### config.mk
export PLATFORM = sky130hd
export DESIGN_NAME = fetch_unit
export DESIGN_NICKNAME = d
export VERILOG_FILES = /design/src/rtl/pipe_buf_reg_pkg.sv /design/src/rtl/fetch_unit_queue.sv /design/src/rtl/fetch_unit.sv
export SDC_FILE = /design/constraint.sdc
export NUM_CORES = 1
export LEC_CHECK = 0
export CELL_PAD_IN_SITES_DETAIL_PLACEMENT = 1
export CELL_PAD_IN_SITES_GLOBAL_PLACEMENT = 1
export CORE_MARGIN = 5
export CORE_UTILIZATION = 41
export DETAILED_ROUTE_END_ITERATION = 8
export GPL_ROUTABILITY_DRIVEN = 0
export PLACE_DENSITY_LB_ADDON = 0.08
export SYNTH_ARGS = -nofsm -noshare
export SYNTH_HDL_FRONTEND = slang
export SYNTH_SLANG_ARGS = --single-unit
### constraint.sdc
create_clock -name clk -period 4.1 [get_ports clk]
set_input_delay 0.41 -clock clk [delete_from_list [all_inputs] [get_ports clk]]
set_output_delay 0.41 -clock clk [all_outputs]
set_load 0.005 [all_outputs]
### src/rtl/pipe_buf_reg_pkg.sv
// rtl/pipe_buf_reg_pkg.sv - pipeline buffer register types shared by the fetch stage and IF/ID
// Contents:
//   PC_W        instruction-memory byte-address width
//   if_id_reg   IF/ID buffer payload {Curr_Pc, Curr_Instr}
//   fetch_entry one fetch-queue slot {pc, instr}
package Pipe_Buf_Reg_PKG;

   localparam int PC_W = 9;

   typedef struct packed {
      logic [8:0]  Curr_Pc;
      logic [31:0] Curr_Instr;
   } if_id_reg;

   typedef struct packed {
      logic [8:0]  pc;
      logic [31:0] instr;
   } fetch_entry;

   function automatic if_id_reg entry_to_if_id(fetch_entry e);
      if_id_reg r;
      r.Curr_Pc    = e.pc;
      r.Curr_Instr = e.instr;
      return r;
   endfunction

endpackage

### src/rtl/fetch_unit_queue.sv
// rtl/fetch_unit_queue.sv - circular FIFO holding fetched {pc, instr} entries
// Ports:
//   clk, reset      clock, asynchronous active-low reset
//   clear           synchronous flush, dominates push/pop
//   push, push_data write one entry at the tail
//   pop             remove the head (ignored when empty)
//   head            head entry, zero when empty (registers only)
//   empty, count    occupancy
module fetch_queue
   import Pipe_Buf_Reg_PKG::*;
#(
   parameter int  DEPTH = 2,
   localparam int PTR_W = $clog2(DEPTH),
   localparam int CNT_W = $clog2(DEPTH + 1)
) (
   input  logic             clk,
   input  logic             reset,
   input  logic             clear,
   input  logic             push,
   input  fetch_entry       push_data,
   input  logic             pop,
   output fetch_entry       head,
   output logic             empty,
   output logic [CNT_W-1:0] count
);

   fetch_entry       mem [DEPTH];
   logic [PTR_W-1:0] rd_ptr;
   logic [PTR_W-1:0] wr_ptr;
   logic             full;
   logic             do_push;
   logic             do_pop;

   assign empty   = (count == '0);
   assign full    = (count == CNT_W'(DEPTH));
   assign do_pop  = pop & ~empty;
   // A full queue can still accept a push when the head leaves in the same cycle.
   assign do_push = push & (~full | do_pop);
   assign head    = empty ? '0 : mem[rd_ptr];

   // Pointers wrap naturally because DEPTH is a power of two.
   always_ff @(posedge clk or negedge reset) begin
      if (!reset) begin
         rd_ptr <= '0;
         wr_ptr <= '0;
         count  <= '0;
      end else if (clear) begin
         rd_ptr <= '0;
         wr_ptr <= '0;
         count  <= '0;
      end else begin
         if (do_push) wr_ptr <= wr_ptr + PTR_W'(1);
         if (do_pop)  rd_ptr <= rd_ptr + PTR_W'(1);
         if (do_push && !do_pop)      count <= count + CNT_W'(1);
         else if (!do_push && do_pop) count <= count - CNT_W'(1);
      end
   end

   // Storage needs no reset: head is masked to zero while the queue is empty.
   always_ff @(posedge clk) begin
      if (do_push && !clear) mem[wr_ptr] <= push_data;
   end

endmodule

### src/rtl/fetch_unit.sv
// rtl/fetch_unit.sv - instruction fetch stage: PC, in-order imem requests, 2-entry queue to IF/ID
// Ports:
//   clk, reset                 clock, asynchronous active-low reset
//   imem_req, imem_addr        one-cycle fetch request and its byte address
//   imem_rvalid, imem_rdata    in-order instruction response
//   redirect, redirect_pc      taken branch/jump from EX, flushes queued and in-flight fetches
//   id_ready                   decode accepts the head entry
//   if_id_valid, if_id_o       head entry {Curr_Pc, Curr_Instr} toward decode
module fetch_unit
   import Pipe_Buf_Reg_PKG::*;
#(
   parameter int PC_W  = 9,
   parameter int DEPTH = 2
) (
   input  logic            clk,
   input  logic            reset,
   output logic            imem_req,
   output logic [PC_W-1:0] imem_addr,
   input  logic            imem_rvalid,
   input  logic [31:0]     imem_rdata,
   input  logic            redirect,
   input  logic [PC_W-1:0] redirect_pc,
   input  logic            id_ready,
   output logic            if_id_valid,
   output if_id_reg        if_id_o
);

   localparam int CNT_W = $clog2(DEPTH + 1);

   logic [PC_W-1:0]  pc;
   logic [PC_W-1:0]  pc_nxt;
   logic [PC_W-1:0]  req_addr;
   logic [PC_W-1:0]  req_addr_nxt;
   logic             outstanding;
   logic             outstanding_nxt;
   logic             discard;
   logic             discard_nxt;

   logic             resp;
   logic             push;
   logic             pop;
   logic             issue;
   logic [CNT_W:0]   occ_next;
   logic [CNT_W-1:0] q_count;
   logic             q_empty;
   fetch_entry       q_head;
   fetch_entry       push_entry;

   // A response only belongs to us while a request is in flight.
   assign resp = imem_rvalid & outstanding;
   assign push = resp & ~discard & ~redirect;
   assign pop  = if_id_valid & id_ready & ~redirect;

   assign occ_next = {1'b0, q_count} + (CNT_W+1)'(push) - (CNT_W+1)'(pop);

   // Reset gates the request so nothing leaves the stage while held in reset.
   assign issue = reset & ~redirect & (~outstanding | imem_rvalid)
                & (occ_next < (CNT_W+1)'(DEPTH));

   assign imem_req  = issue;
   assign imem_addr = pc;

   assign push_entry.pc    = req_addr;
   assign push_entry.instr = imem_rdata;

   always_comb begin
      pc_nxt          = pc;
      req_addr_nxt    = req_addr;
      outstanding_nxt = outstanding;
      discard_nxt     = discard;

      if (issue) begin
         outstanding_nxt = 1'b1;
         req_addr_nxt    = pc;
         pc_nxt          = pc + PC_W'(4);
      end else if (resp) begin
         outstanding_nxt = 1'b0;
      end

      if (resp && discard) discard_nxt = 1'b0;

      // A redirect never issues, so outstanding_nxt here says whether a stale
      // response is still on its way and must be swallowed.
      if (redirect) begin
         pc_nxt      = redirect_pc;
         discard_nxt = outstanding_nxt;
      end
   end

   always_ff @(posedge clk or negedge reset) begin
      if (!reset) begin
         pc          <= '0;
         req_addr    <= '0;
         outstanding <= 1'b0;
         discard     <= 1'b0;
      end else begin
         pc          <= pc_nxt;
         req_addr    <= req_addr_nxt;
         outstanding <= outstanding_nxt;
         discard     <= discard_nxt;
      end
   end

   fetch_queue #(.DEPTH(DEPTH)) u_queue (
      .clk       (clk),
      .reset     (reset),
      .clear     (redirect),
      .push      (push),
      .push_data (push_entry),
      .pop       (pop),
      .head      (q_head),
      .empty     (q_empty),
      .count     (q_count)
   );

   assign if_id_valid = ~q_empty;
   assign if_id_o     = entry_to_if_id(q_head);

endmodule

==> impl_results.md <==
* Post-CTS Resized at 0
* Initial DRT Pass Iterations at 3
* Post-synth top cells: 82 x edfxtp_1, 48 x nor2_1, 42 x mux2i_1
* Initial antenna violation count at 0
* # rows at 37
* Core outline area at 0.0102 mm²
* Area leader, netlist: edfxtp_1
* Total setup buffers inserted after CTS at 0
* CTS root buffer: clkbuf_8
* Power Density at 364 mW/mm²
* Setup Slack @ Placement at 0.373 ns
* Total power at 2.05 mW
* Initial Util at 41.7%
* Area grow syn2layout at 31.8%
* Unrepaired setup endpoints after global routing: no
* CP max FO at 7
* Drt drc at 0
* Die X at 112 µm
* Max-slew headroom at 53.0%
* Post-route setup slack at 0.324 ns
* Clk slew on worst S/H paths at 0.09 ns
* VDD IR max at 0.184 mV
* Total GRT Usage at 14.7%
* Leak pwr at 1.88 nW
* Initial DRC Count at 46
* Hold crit path type: input port to asynchronous set/reset pin
* Period minus WS final at 3.78 ns
* Diode count at 0
* Ys async rst share at 22.6%
* Fmax at 0.265 GHz
* Number of synthesized flops with an enable pin at 82
* Via density at 4.92
* Final HPWL DP at 6230 µm
* Setup_tns at 0 ns
* R2r worst-path depth at 12
* Antenna-violating nets left at 0
* Slew Limit Fails at 0
* Crit path arrival time at 3.37 ns
* Final wirelength at 8990 µm
* Clk buf depth at 2
* Port Buffers at 97
* Crit start category: flop
* CTS Hold Buffers Added at 0
* Required time of the worst setup path at 3.69 ns
* Sequential fraction of the synthesis area at 71.8%
* Die ar. at 0.0125 mm²
* Cell variety after synth at 38
* CTS buffer count at 9
* First-pass GRT wire length at 14,400 µm
* CTS tree: yes
* Final period util at 92.1%
* Share of layout cells above drive strength 1 at 11.0%
* Final Hold Viols at 0
* Top post-synthesis cells by area: edfxtp_1 58%, dfrtp_1 14%, mux2i_1 9.9%
* Slew @ Worst Pin at 0.705 ns
* Synthesized Nets at 332
* Routed vias at 2,596
* Top-area cell type share of the netlist area at 57.7%
* Final setup vio count at 0
* Clock Sink Count at 106
* Primary FF master, synth: edfxtp_1
* Status: completed
* IO Count at 98
* Kind of critical path: flop to primary output
* #FFs+latches synth at 106
* Core Util, Final at 55.0%
* Count leader, synth: edfxtp_1
* Global route total overflow at 0
* CP Capture Type: primary output
* Die H at 112 µm
* Post-Syn Instances at 283
* Synth warn at 0
* Maxcap violations at 0
* Clk_skew at 0.0106 ns
* H-tree levels at 3
* Mapped Area at 0.00427 mm²
* Clk Latency, worst-skew pair at 0.36 ns
* Vias in the first global route at 2,864
* Avg WL per Cell at 17.0 µm
* Mean Syn Cell Area at 15.1 µm²
* Nets@finish at 436
* Largest net degree at the start of global routing at 42
==> where the power goes <==
| group | internal, mW | switching, mW |
|---|---|---|
| sequential | 1.22 | 0.0454 |
| clock | 0.222 | 0.340 |
| combinational | 0.133 | 0.0828 |
| total | 1.58 | 0.468 |
==> cells by family (layout without fill, tap and decap cells) <==
| group | Yosys count | count (layout) | share of synthesized area (%) |
|---|---|---|---|
| simple gates | 78 | 78 | 8.39 |
| flops | 106 | 106 | 71.8 |
| fa+ha+maj | 3 | 3 | 1.06 |
| mux | 54 | 54 | 13.0 |
| xor+xnor | 7 | 7 | 1.61 |
| compound gates | 16 | 16 | 2.35 |
| buf+inv | 19 | 128 | 1.79 |
==> layout make-up <==
| cell class | instances | area [µm²] |
|---|---|---|
| timing repair buffer | 108 | 1070 |
| fill | 1005 | 4610 |
| clock inverter | 4 | 28.8 |
| clock buffer | 12 | 135 |
| multi-input combinational | 158 | 1140 |
| inverter | 4 | 15.0 |
| sequential | 106 | 3060 |
| tap | 136 | 170 |
==> worst paths after layout <==
path	to	from	slack, ns
worst max register to register	req_addr[1]	u_queue.count[1]	0.96
max in group asynchronous	u_queue.rd_ptr	reset	3.43
worst min register to register	u_queue.mem[0][34]	req_addr[2]	0.47
worst min-delay path	discard	reset	0.40
min in group clk	u_queue.mem[0][34]	req_addr[2]	0.47
worst max-delay path	imem_req	u_queue.count[1]	0.32
==> sequential cells by signal, summed over array words and instances (netlist names) <==
name            flops
discard             1
u_queue.mem        82
u_queue.count       2
u_queue.rd_ptr      1
outstanding         1
req_addr            9
u_queue.wr_ptr      1
imem_addr           9
==> layer usage <==
layer	wire (µm)	up-vias	track usage [%]	part of all wire [%]
li1	-	1232	-	-
met1	3790	1294	16.7	42
met2	4660	57	26.9	52
met3	388	13	3.50	4.3
met4	148	0	5.53	1.6
met5	0	-	0	0
==> cells in the final DEF (no fill, tap or decap), types with 4 or more instances in the layout <==
cell type / instances
o21ai_0: 4
nand2_1: 10
clkbuf_8: 9
clkdlybuf4s50_1: 97
mux2i_1: 42
buf_4: 10
inv_1: 4
nor2_1: 47
dfrtp_1: 23
edfxtp_1: 82
a21oi_1: 4
mux2_2: 12
==> metrics by stage <==
stage / instance area, µm² / instances / hold slack (ns)
after global placement: 5460 / 512 / 0.453
after global routing: 5620 / 528 / 0.429
final: 5620 / 528 / 0.402
after floorplan: 4270 / 283 / 0.114
after detailed placement: 5460 / 512 / 0.462
after CTS: 5620 / 528 / 0.404
==> critical path: stages (launching register included) <==
cell             delay (ns)
dfrtp_1                0.51
nor2_4                 0.13
inv_1                  0.06
nand2_1                0.10
nor2_1                 0.05
ha_1                   0.27
nand2b_1               0.15
fa_1                   0.49
nand2_1                0.11
or3_4                  0.43
nor2_1                 0.16
clkdlybuf4s50_1        0.55
(Power assumes the default switching activity.)
